`src/rtl/ahb_pkg.sv`:
```
// ============================================================================
// Package  : ahb_pkg
// Summary  : Shared AHB bus encodings, arbiter state enum and burst-length
//            decode used by the round-robin arbiter.
// Revision : 1.0 - initial release
// ============================================================================
`default_nettype none

package ahb_pkg;

    // Address-phase transfer type
    localparam logic [1:0] c_htrans_idle   = 2'b00;
    localparam logic [1:0] c_htrans_busy   = 2'b01;
    localparam logic [1:0] c_htrans_nonseq = 2'b10;
    localparam logic [1:0] c_htrans_seq    = 2'b11;

    // Slave response
    localparam logic [1:0] c_hresp_okay  = 2'b00;
    localparam logic [1:0] c_hresp_error = 2'b01;
    localparam logic [1:0] c_hresp_retry = 2'b10;
    localparam logic [1:0] c_hresp_split = 2'b11;

    // Burst type
    localparam logic [2:0] c_hburst_single = 3'b000;
    localparam logic [2:0] c_hburst_incr   = 3'b001;
    localparam logic [2:0] c_hburst_wrap4  = 3'b010;
    localparam logic [2:0] c_hburst_incr4  = 3'b011;
    localparam logic [2:0] c_hburst_wrap8  = 3'b100;
    localparam logic [2:0] c_hburst_incr8  = 3'b101;
    localparam logic [2:0] c_hburst_wrap16 = 3'b110;
    localparam logic [2:0] c_hburst_incr16 = 3'b111;

    // Arbiter ownership state
    typedef enum logic [1:0] {
        ST_PARK   = 2'd0,
        ST_OWN    = 2'd1,
        ST_BURST  = 2'd2,
        ST_LOCKED = 2'd3
    } arb_state_e;

    // Number of beats in a burst; 0 marks an unbounded INCR burst
    function automatic logic [4:0] burst_len(input logic [2:0] hb);
        logic [4:0] len;
        case (hb)
            c_hburst_single:                   len = 5'd1;
            c_hburst_incr:                     len = 5'd0;
            c_hburst_wrap4,  c_hburst_incr4:   len = 5'd4;
            c_hburst_wrap8,  c_hburst_incr8:   len = 5'd8;
            c_hburst_wrap16, c_hburst_incr16:  len = 5'd16;
            default:                           len = 5'd1;
        endcase
        return len;
    endfunction

endpackage

`default_nettype wire

```
`src/rtl/ahb_rr_pick.sv`:
```
// ============================================================================
// Module   : ahb_rr_pick
// Summary  : Combinational rotating priority encoder. Searches the request
//            vector starting one position after the pointer and wraps; the
//            pointer position itself is examined last.
// Revision : 1.0 - initial release
// ============================================================================
`default_nettype none

module ahb_rr_pick #(
    parameter int NUM_MASTERS = 4,
    parameter int MW          = 2
) (
    input  logic [NUM_MASTERS-1:0] req,
    input  logic [MW-1:0]          ptr,
    output logic [MW-1:0]          winner,
    output logic                   valid
);

    logic [MW-1:0] w_idx;

    // Walk from the farthest candidate to the nearest so the nearest set bit wins
    always_comb begin
        winner = '0;
        valid  = 1'b0;
        w_idx  = '0;
        for (int k = NUM_MASTERS; k >= 1; k--) begin
            w_idx = MW'((int'(ptr) + k) % NUM_MASTERS);
            if (req[w_idx]) begin
                winner = w_idx;
                valid  = 1'b1;
            end
        end
    end

endmodule

`default_nettype wire

```
`src/rtl/ahb_rr_arbiter.sv`:
```
// ============================================================================
// Module   : ahb_rr_arbiter
// Summary  : Round-robin AHB bus arbiter. Holds ownership across fixed-length
//            bursts and locked sequences, parks on DEFAULT_MASTER when idle,
//            and hands the address phase over on the next hready edge.
// Optional : define AHB_ARB_SPLIT_EN to add the split mask driven by hsplit.
// Revision : 1.0 - initial release
// ============================================================================
`default_nettype none

module ahb_rr_arbiter
    import ahb_pkg::*;
#(
    parameter int NUM_MASTERS    = 4,
    parameter int DEFAULT_MASTER = 0,
    parameter int MW             = 2
) (
    input  logic                   hclk,
    input  logic                   hreset,
    input  logic [NUM_MASTERS-1:0] hbusreq,
    input  logic [NUM_MASTERS-1:0] hlock,
    input  logic [1:0]             htrans,
    input  logic [2:0]             hburst,
    input  logic                   hready,
    input  logic [1:0]             hresp,
    input  logic [NUM_MASTERS-1:0] hsplit,
    output logic [NUM_MASTERS-1:0] hgrant,
    output logic [MW-1:0]          hmaster,
    output logic                   hmastlock
);

    localparam logic [MW-1:0]          c_def_idx   = MW'(DEFAULT_MASTER);
    localparam logic [NUM_MASTERS-1:0] c_def_grant = NUM_MASTERS'(1) << DEFAULT_MASTER;

    // Registered state
    arb_state_e             r_state;
    logic [NUM_MASTERS-1:0] r_grant;
    logic [MW-1:0]          r_owner;
    logic [MW-1:0]          r_ptr;
    logic                   r_glock;
    logic [4:0]             r_cnt;
    logic                   r_incr;
    logic [MW-1:0]          r_hmaster;
    logic                   r_hmastlock;

    // Combinational
    arb_state_e             w_state_nxt;
    logic [NUM_MASTERS-1:0] w_grant_nxt;
    logic [MW-1:0]          w_owner_nxt;
    logic [MW-1:0]          w_ptr_nxt;
    logic                   w_glock_nxt;
    logic                   w_do_arb;
    logic [4:0]             w_blen;
    logic                   w_others;
    logic                   w_incr_xfer;
    logic                   w_retry;
    logic                   w_arb;
    logic                   w_owner_lock;
    logic [NUM_MASTERS-1:0] w_mask;
    logic [NUM_MASTERS-1:0] w_elig;
    logic [MW-1:0]          w_win;
    logic                   w_win_valid;

    assign w_blen       = burst_len(hburst);
    assign w_others     = |(hbusreq & ~r_grant);
    assign w_owner_lock = hlock[r_owner];
    assign w_incr_xfer  = ((htrans == c_htrans_nonseq) && (hburst == c_hburst_incr)) ||
                          ((htrans == c_htrans_seq) && r_incr);
    // RETRY and SPLIT both release the bus on their second (hready) cycle
    assign w_retry      = (hresp != c_hresp_okay) && (hresp != c_hresp_error);

    // Arbitration point; BUSY matches none of the terms
    assign w_arb = hready && ((htrans == c_htrans_idle) ||
                              ((htrans == c_htrans_nonseq) && (hburst == c_hburst_single)) ||
                              ((htrans == c_htrans_seq) && !r_incr && (r_cnt <= 5'd1)) ||
                              (w_incr_xfer && w_others) ||
                              w_retry);

`ifdef AHB_ARB_SPLIT_EN
    logic [NUM_MASTERS-1:0] r_mask;
    logic [NUM_MASTERS-1:0] w_mask_nxt;

    // Split mask: set for the split master, cleared by hsplit; default never masked
    always_comb begin
        w_mask_nxt = r_mask;
        if (!hready && (hresp == c_hresp_split)) begin
            w_mask_nxt[r_hmaster] = 1'b1;
        end
        w_mask_nxt            = w_mask_nxt & ~hsplit;
        w_mask_nxt[c_def_idx] = 1'b0;
    end

    // Split mask register
    always_ff @(posedge hclk) begin
        if (hreset) begin
            r_mask <= '0;
        end else begin
            r_mask <= w_mask_nxt;
        end
    end

    assign w_mask = r_mask;
`else
    logic w_unused_split;
    assign w_unused_split = ^hsplit;
    assign w_mask         = '0;
`endif

    assign w_elig = hbusreq & ~w_mask;

    ahb_rr_pick #(
        .NUM_MASTERS (NUM_MASTERS),
        .MW          (MW)
    ) u_pick (
        .req    (w_elig),
        .ptr    (r_ptr),
        .winner (w_win),
        .valid  (w_win_valid)
    );

    // Next-state: lock holds the bus, otherwise re-arbitrate at arbitration points
    always_comb begin
        w_state_nxt = r_state;
        w_owner_nxt = r_owner;
        w_ptr_nxt   = r_ptr;
        w_glock_nxt = r_glock;
        w_do_arb    = 1'b0;
        w_grant_nxt = '0;

        if (r_state == ST_LOCKED) begin
            w_do_arb = w_arb && !w_owner_lock;
        end else if (w_owner_lock) begin
            w_state_nxt = ST_LOCKED;
            w_glock_nxt = 1'b1;
        end else if (w_arb) begin
            w_do_arb = 1'b1;
        end else if (hready && (htrans == c_htrans_nonseq) && (w_blen > 5'd1)) begin
            w_state_nxt = ST_BURST;
        end

        if (w_do_arb) begin
            if (w_win_valid) begin
                w_owner_nxt = w_win;
                w_ptr_nxt   = w_win;
                w_glock_nxt = hlock[w_win];
                w_state_nxt = ST_OWN;
            end else begin
                w_owner_nxt = c_def_idx;
                w_glock_nxt = 1'b0;
                w_state_nxt = ST_PARK;
            end
        end

        w_grant_nxt[w_owner_nxt] = 1'b1;
    end

    // Grant, pointer and state registers
    always_ff @(posedge hclk) begin
        if (hreset) begin
            r_state <= ST_PARK;
            r_grant <= c_def_grant;
            r_owner <= c_def_idx;
            r_ptr   <= c_def_idx;
            r_glock <= 1'b0;
        end else begin
            r_state <= w_state_nxt;
            r_grant <= w_grant_nxt;
            r_owner <= w_owner_nxt;
            r_ptr   <= w_ptr_nxt;
            r_glock <= w_glock_nxt;
        end
    end

    // Beat counter and INCR flag track the accepted transfer stream
    always_ff @(posedge hclk) begin
        if (hreset) begin
            r_cnt  <= '0;
            r_incr <= 1'b0;
        end else if (hready) begin
            case (htrans)
                c_htrans_nonseq: begin
                    if (hburst == c_hburst_incr) begin
                        r_incr <= 1'b1;
                    end else begin
                        r_incr <= 1'b0;
                        r_cnt  <= w_blen - 5'd1;
                    end
                end
                c_htrans_seq: begin
                    if (r_cnt != 5'd0) begin
                        r_cnt <= r_cnt - 5'd1;
                    end
                end
                c_htrans_busy: ;
                default: ;
            endcase
        end
    end

    // Address-phase owner follows the grant on each accepted cycle
    always_ff @(posedge hclk) begin
        if (hreset) begin
            r_hmaster   <= c_def_idx;
            r_hmastlock <= 1'b0;
        end else if (hready) begin
            r_hmaster   <= r_owner;
            r_hmastlock <= r_glock;
        end
    end

    assign hgrant    = r_grant;
    assign hmaster   = r_hmaster;
    assign hmastlock = r_hmastlock;

endmodule

`default_nettype wire

```
`config.mk`:
```
export PLATFORM = sky130hd
export DESIGN_NAME = ahb_rr_arbiter
export DESIGN_NICKNAME = d
export VERILOG_FILES = /design/src/rtl/ahb_pkg.sv /design/src/rtl/ahb_rr_pick.sv /design/src/rtl/ahb_rr_arbiter.sv
export SDC_FILE = /design/constraint.sdc
export NUM_CORES = 1
export LEC_CHECK = 0
export CAP_MARGIN = 20
export CORE_ASPECT_RATIO = 1.2
export CORE_MARGIN = 4
export CORE_UTILIZATION = 45
export CTS_CLUSTER_DIAMETER = 150
export CTS_CLUSTER_SIZE = 28
export DETAILED_ROUTE_END_ITERATION = 8
export GPL_TIMING_DRIVEN = 0
export HOLD_SLACK_MARGIN = 0.05
export PLACE_DENSITY = 0.78
export SLEW_MARGIN = 0
export SYNTH_ARGS = -nofsm -noshare
export SYNTH_HDL_FRONTEND = slang
export SYNTH_SLANG_ARGS = --single-unit
```
`constraint.sdc`:
```
create_clock -name hclk -period 1.78 [get_ports hclk]
set_input_delay 0.356 -clock hclk [delete_from_list [all_inputs] [get_ports hclk]]
set_output_delay 0.356 -clock hclk [all_outputs]
set_load 0.01 [all_outputs]
```
* Yosys cells after proc, flatten, opt, wreduce, memory -nomap -nowiden *
Memories as Yosys holds them, arrays and structs flattened.
Cells that the tools add are included.

word-level totals
  register bits after elaboration = 20
  memory bits (read-only) = 32
  bits of input ports = 22
  output and inout port bits = 7
  word-level logic and storage cells = 110
  memories = 1

memories
  memory           words  width  read ports  clocked after memory_dff  wr ports  RTL line       source
  (no name shown)  8      4      1           0                         0         ahb_pkg.sv:44  case (hb)

cells by class
  add/subtract/negate cells = 6
  $lt $le $gt $ge = 10
  equality and inequality tests = 9
  mux-type cells = 41
  bitwise operators = 2
  reductions and logical operators = 32

operator list
  operator             number
  $mux 2               11
  $lt 2x3->1 const B   7
  $mux 1               20
  $bmux 1 s2           6
  $logic_and 1x1->1    12
  $mux 5               2
  $pmux 5 s2           1
  $sub 5x1->5 const B  2
  $eq 2x2->1 const B   3
  $reduce_and 2->1     3
  $reduce_bool 2->1    3
  $gt 5x1->1 const B   1
  $le 5x1->1 const B   1
  $logic_or 1x1->1     5
  $reduce_bool 5->1    1
  $add 2x1->2 const B  2
  $add 2x2->2 const B  2
  $and 4x4->4          1
  $ne 2x1->1 const B   2
  $ne 2x2->1 const B   2
  $not 4->4            1
  $reduce_and 4->1     1
  $reduce_or 4->1      1
  $eq 3x1->1 const B   1
  8 further kinds      9

* Depth between registers and ports, before layout *
  depth after elaboration = 15
  depth in mapped cells = 8
  gate-level depth less buffers = 8

* Hierarchy *
Synthesis repeated with hierarchy kept, for this count alone.

unflattened totals
  cell total of the unflattened synthesis = 156
  area total of the unflattened synthesis = 1340.0 um^2

modules (own cells, without submodules)
  module          times used  cells each  area each (um^2)
  ahb_rr_arbiter  1           142         1248.7
  ahb_rr_pick     1           14          91.3

* Worst setup path before layout *
Ideal clock, no wire load.

  path kind = flip-flop to flip-flop
  start point = register r_cnt[1]
  end point = register r_state[0]
  data arrival time = 1.680 ns
  setup slack = -0.020 ns
  cell stages (with the launch flop) = 8
  clock period less this slack = 1.800 ns
  cell sequence = dfxtp_1 inv_1 ha_1 o21bai_1 a41o_1 a211oi_4 nor2_1 o31a_1

between the ends
  word-level cells in the longest chain between the ends = 11
  elaborated cells on any way between the ends = 15
  classes of those cells = 1 x order compare; 2 x eq/ne; 4 x mux; 8 x reduce/logical

ends and longest elaborated chain
  element                                              RTL line               source
  start: declaration                                   ahb_rr_arbiter.sv:41   logic [4:0] r_cnt;
  start signal: assignment                             ahb_rr_arbiter.sv:186  r_cnt <= w_blen - 5'd1;
  start signal: assignment                             ahb_rr_arbiter.sv:191  r_cnt <= r_cnt - 5'd1;
  $le 5x1->1 (*)                                       ahb_rr_arbiter.sv:75   ((htrans == c_htrans_seq) && !r_incr && (r_cnt <= 5'd1)) ||
  $logic_and 1x1->1 (*)                                ahb_rr_arbiter.sv:75
  $logic_or 1x1->1 (*)                                 ahb_rr_arbiter.sv:74   ((htrans == c_htrans_nonseq) && (hburst == c_hburst_single)) ||
  $logic_or 1x1->1 (*)                                 ahb_rr_arbiter.sv:75
  $logic_or 1x1->1 (*)                                 ahb_rr_arbiter.sv:76   (w_incr_xfer && w_others) ||
  $logic_and 1x1->1 (*)                                ahb_rr_arbiter.sv:73   assign w_arb = hready && ((htrans == c_htrans_idle) ||
  $mux 1                                               ahb_rr_arbiter.sv:135  end else if (w_arb) begin
  $mux 1                                               ahb_rr_arbiter.sv:132  end else if (w_owner_lock) begin
  $mux 1                                               ahb_rr_arbiter.sv:130  if (r_state == ST_LOCKED) begin
  $ne 3x2->1 (no source line) (tied with other cells)  n/a
  $reduce_and 3->1 (no source line)                    n/a
  end signal: assignment                               ahb_rr_arbiter.sv:166  r_state <= w_state_nxt;
  end: declaration                                     ahb_rr_arbiter.sv:36   arb_state_e r_state;

Every way passes the cells marked *; elsewhere a longest branch is shown, timed or not.
A chain may end at the register's enable or synchronous reset.

* Final worst setup path *
  start point = input port hbusreq[2]
  end point = register r_grant[1] (netlist: hgrant[1])

between the ends
  word-level cells in the longest chain between the ends = 14
  elaborated cells on any way between the ends = 33
  classes of those cells = 2 x order compare; 23 x mux; 1 x bitwise; 7 x reduce/logical

ends and longest elaborated chain
  element                                                                RTL line               source
  start: declaration                                                     ahb_rr_arbiter.sv:20   input logic [NUM_MASTERS-1:0] hbusreq,
  $and 4x4->4                                                            ahb_rr_arbiter.sv:65   assign w_others = |(hbusreq & ~r_grant);
  $reduce_or 4->1                                                        ahb_rr_arbiter.sv:65
  $logic_and 1x1->1                                                      ahb_rr_arbiter.sv:76
  $logic_or 1x1->1                                                       ahb_rr_arbiter.sv:75
  $logic_or 1x1->1                                                       ahb_rr_arbiter.sv:76
  $logic_and 1x1->1                                                      ahb_rr_arbiter.sv:73
  $mux 1                                                                 ahb_rr_arbiter.sv:135
  $mux 1                                                                 ahb_rr_arbiter.sv:132
  $mux 1                                                                 ahb_rr_arbiter.sv:130
  $mux 2 (*)                                                             ahb_rr_arbiter.sv:141  if (w_do_arb) begin
  $lt 2x3->1 (not written as such) / $ge 2x1->1 (equally long branches)  ahb_rr_arbiter.sv:154  w_grant_nxt[w_owner_nxt] = 1'b1;
  $logic_and 1x1->1 (not written as such)                                ahb_rr_arbiter.sv:154
  $mux 1 (not written as such)                                           ahb_rr_arbiter.sv:154
  $demux 1 s2 (*)                                                        ahb_rr_arbiter.sv:154
  end signal: assignment                                                 ahb_rr_arbiter.sv:161  r_grant <= c_def_grant;
  end signal: assignment                                                 ahb_rr_arbiter.sv:167  r_grant <= w_grant_nxt;
  end: declaration                                                       ahb_rr_arbiter.sv:37   logic [NUM_MASTERS-1:0] r_grant;

Every way passes the cells marked *; elsewhere a longest branch is shown, timed or not. The select of a mux whose other input is x is not followed.

==> results.cfg <==
[timing]
whs_ps = 431
final-setup-viol-count = 1
drv_slew = 0
rsz0062_at_grt = yes
skew_ps = 2.32
worst_slew_margin_rel_pct = 69.8
period_needed_ps = 1780
hold_violations = 0
fmax_mhz = 561
worstMarginPinSlew_ps = 453
finalSetupTns_ps = -1.22
finalCritPeriodShare_pct = 100
worst_slack_ps = -1.22

[yosys]
synth-seq-area-share_pct = 29.3
synth-async-reset-ratio_pct = 0
syn_avg_cell_area_um2 = 8.39
ys.flop_type = dfxtp_1
syn-num-nets = 193
netlist_area_mm2 = 0.00137
synth_edf_count = 0
netlist.area_leader.share_pct = 29.3
yosysWarnings = 0
postSynthCellCount = 163
synth_area_leaders = dfxtp_1, ha_1, a21oi_1
yosys.area.top_type = dfxtp_1
yosysUniqueCellTypes = 47
synth-seq-cells = 20

[cells_and_area]
drive_above_1_share_pct = 17.0
antenna_cells = 0
fillers = 248
seqCellArea_um2 = 407
syn2layout_area_growth_pct = 28.2
fin_area_mm2 = 0.00175
multiInputGateArea_um2 = 945
fin_nets = 226

[global_route]
grt_use_total_pct = 17.9
grt_max_degree = 11
grt_pass1_vias = 1344
grt_pass1_wl_um = 5640
grt-ovfl-total = 0
antenna_found_initial = 0

[run_status]
status = finished, violations left
violations = negative setup slack

[floorplanning]
start_util_pct = 47.8
dieWidth_um = 58.3
pin_count = 29
core_area_mm2 = 0.00286
die_area_mm2 = 0.00399
die_h_um = 68.4
rows = 21

[setup_path]
cp.arrival_ps = 1960
path_max_fanout = 7
r2r_slack_ps = 20
crit_path_end_kind = flip-flop
worst_setup_path_start_kind = input pin
path_class = in2reg
cp.required_ps = 1960

[placed_design]
placed_area_mm2 = 0.00161
post-place-ws_ps = -612
place.gp.congestion = 0.906
portBuffers = 20
hpwl_um = 2490

[routing]
ant_nets = 0
wl_um = 3560
drtIter0Drc = 70
drtPass1Iterations = 4
via_per_inst = 5.97
route.detailed.drc = 0
wl_per_cell_um = 15.6
via_count = 1362

[clock_tree]
clkTransAtPathRegs_ps = 110
cts_sinks = 20
cts_root_buf = clkbuf_4
cts_buffer_depth = 2
clk_latency_ps = 300
numCtsBuffers = 3
hold_buffers = 0
cts_tree = yes
htree_levels = 1

[power]
peakVddDrop_mv = 0.460
power.total_uw = 1080
p_leak_uw = 0.000688
power_density_mw_per_mm2 = 616

[flow_run]
max_cap_violations = 0

[worst_hold_path]
min_path_type = in2reg
## cells by family (layout without fill, tap and decap cells)
kind of cell / count (synthesis) / count (layout) / share of synthesized area, %
simple gates: 59 / 59 / 23.1
xor+xnor: 2 / 2 / 1.28
fa+ha+maj: 8 / 8 / 7.32
compound gates: 53 / 53 / 27.9
buf+inv: 14 / 45 / 5.12
mux: 7 / 7 / 6.04
flops: 20 / 20 / 29.3
## placed cells by master, fill, tap and decap left out, types with 2 or more instances in the layout
| master | synthesis | final |
|---|---|---|
| a21oi_1 | 14 | 14 |
| a31oi_1 | 2 | 2 |
| buf_4 | 0 | 8 |
| buf_6 | 2 | 4 |
| clkbuf_1 | 3 | 3 |
| clkbuf_4 | 0 | 3 |
| clkdlybuf4s50_1 | 0 | 11 |
| dfxtp_1 | 20 | 17 |
| dfxtp_2 | 0 | 2 |
| dlygate4sd2_1 | 0 | 7 |
| ha_1 | 8 | 7 |
| inv_1 | 7 | 6 |
| mux2i_1 | 6 | 6 |
| nand2_1 | 11 | 11 |
| nand2b_1 | 6 | 6 |
| nand3_1 | 6 | 6 |
| nand3b_1 | 2 | 2 |
| nand4_1 | 5 | 5 |
| nor2_1 | 14 | 14 |
| nor2b_1 | 6 | 6 |
| nor3_1 | 4 | 4 |
| o211ai_1 | 3 | 3 |
| o21ai_0 | 11 | 9 |
| o21ai_1 | 0 | 2 |
| o31ai_1 | 2 | 2 |
| xnor2_1 | 2 | 2 |
## Yosys cell counts (4+ instances only)
cell,instances
dfxtp_1,20
a21oi_1,14
nor2_1,14
nand2_1,11
o21ai_0,11
ha_1,8
inv_1,7
mux2i_1,6
nand2b_1,6
nand3_1,6
nor2b_1,6
nand4_1,5
nor3_1,4
## sequential cells by signal, indices dropped and copies added, names as in the netlist
register,count
r_cnt,5
hgrant,4
hmaster,2
r_owner,2
r_ptr,2
r_state,2
hmastlock,1
r_glock,1
r_incr,1
## worst max-delay path, cell delays in order
cell	delay (ps)
dlygate4sd2_1	270
nor2b_1	140
o41a_1	480
a211o_4	400
buf_4	150
nand4_1	90
a21oi_1	80
## report_power, final
group | switching, µW | leakage (µW) | internal, µW
logic | 179 | 0.000509 | 174
clock network | 137 | 0.0000138 | 79.0
registers | 32.1 | 0.000165 | 480
## path summary, 6_finish.rpt
kind	cells after the start	to	start
min	4	r_incr	htrans[0]
max	7	hgrant[1]	hbusreq[2]
min reg2reg	2	r_cnt[4]	r_cnt[4]
max reg2reg	8	hgrant[0]	r_cnt[1]
## metrics by stage
step | util, % | instances
final | 61.2 | 228
after global routing | 61.2 | 228
after CTS | 59.3 | 225
after detailed placement | 56.2 | 217
after global placement | 56.2 | 217
after floorplan | - | 163
## metal layers
| metal | global-route usage [%] | vias to the layer above | share of wire (%) |
|---|---|---|---|
| li1 | - | 662 | - |
| met1 | 19.4 | 642 | 41 |
| met2 | 34.9 | 42 | 52 |
| met3 | 2.08 | 16 | 3.6 |
| met4 | 6.67 | 0 | 3.2 |
| met5 | 0 | - | 0 |
## area by class of cell
cell class                      count  share of cell area, %
Inverter                            7                   1.50
Sequential cell                    20                   23.2
Buffer                              7                   3.00
Timing Repair Buffer               28                   14.7
Multi-Input combinational cell    129                   53.9
Tap cell                           34                   2.43
Clock buffer                        3                   1.28
## timing repair
action / in CTS / in global routing
setup endpoints to repair: 16 / 11
resized for setup: 17 / 10
setup buffers: 5 / 3
pin swaps: 5 / 9
Power figures use the tool's default switching activity.
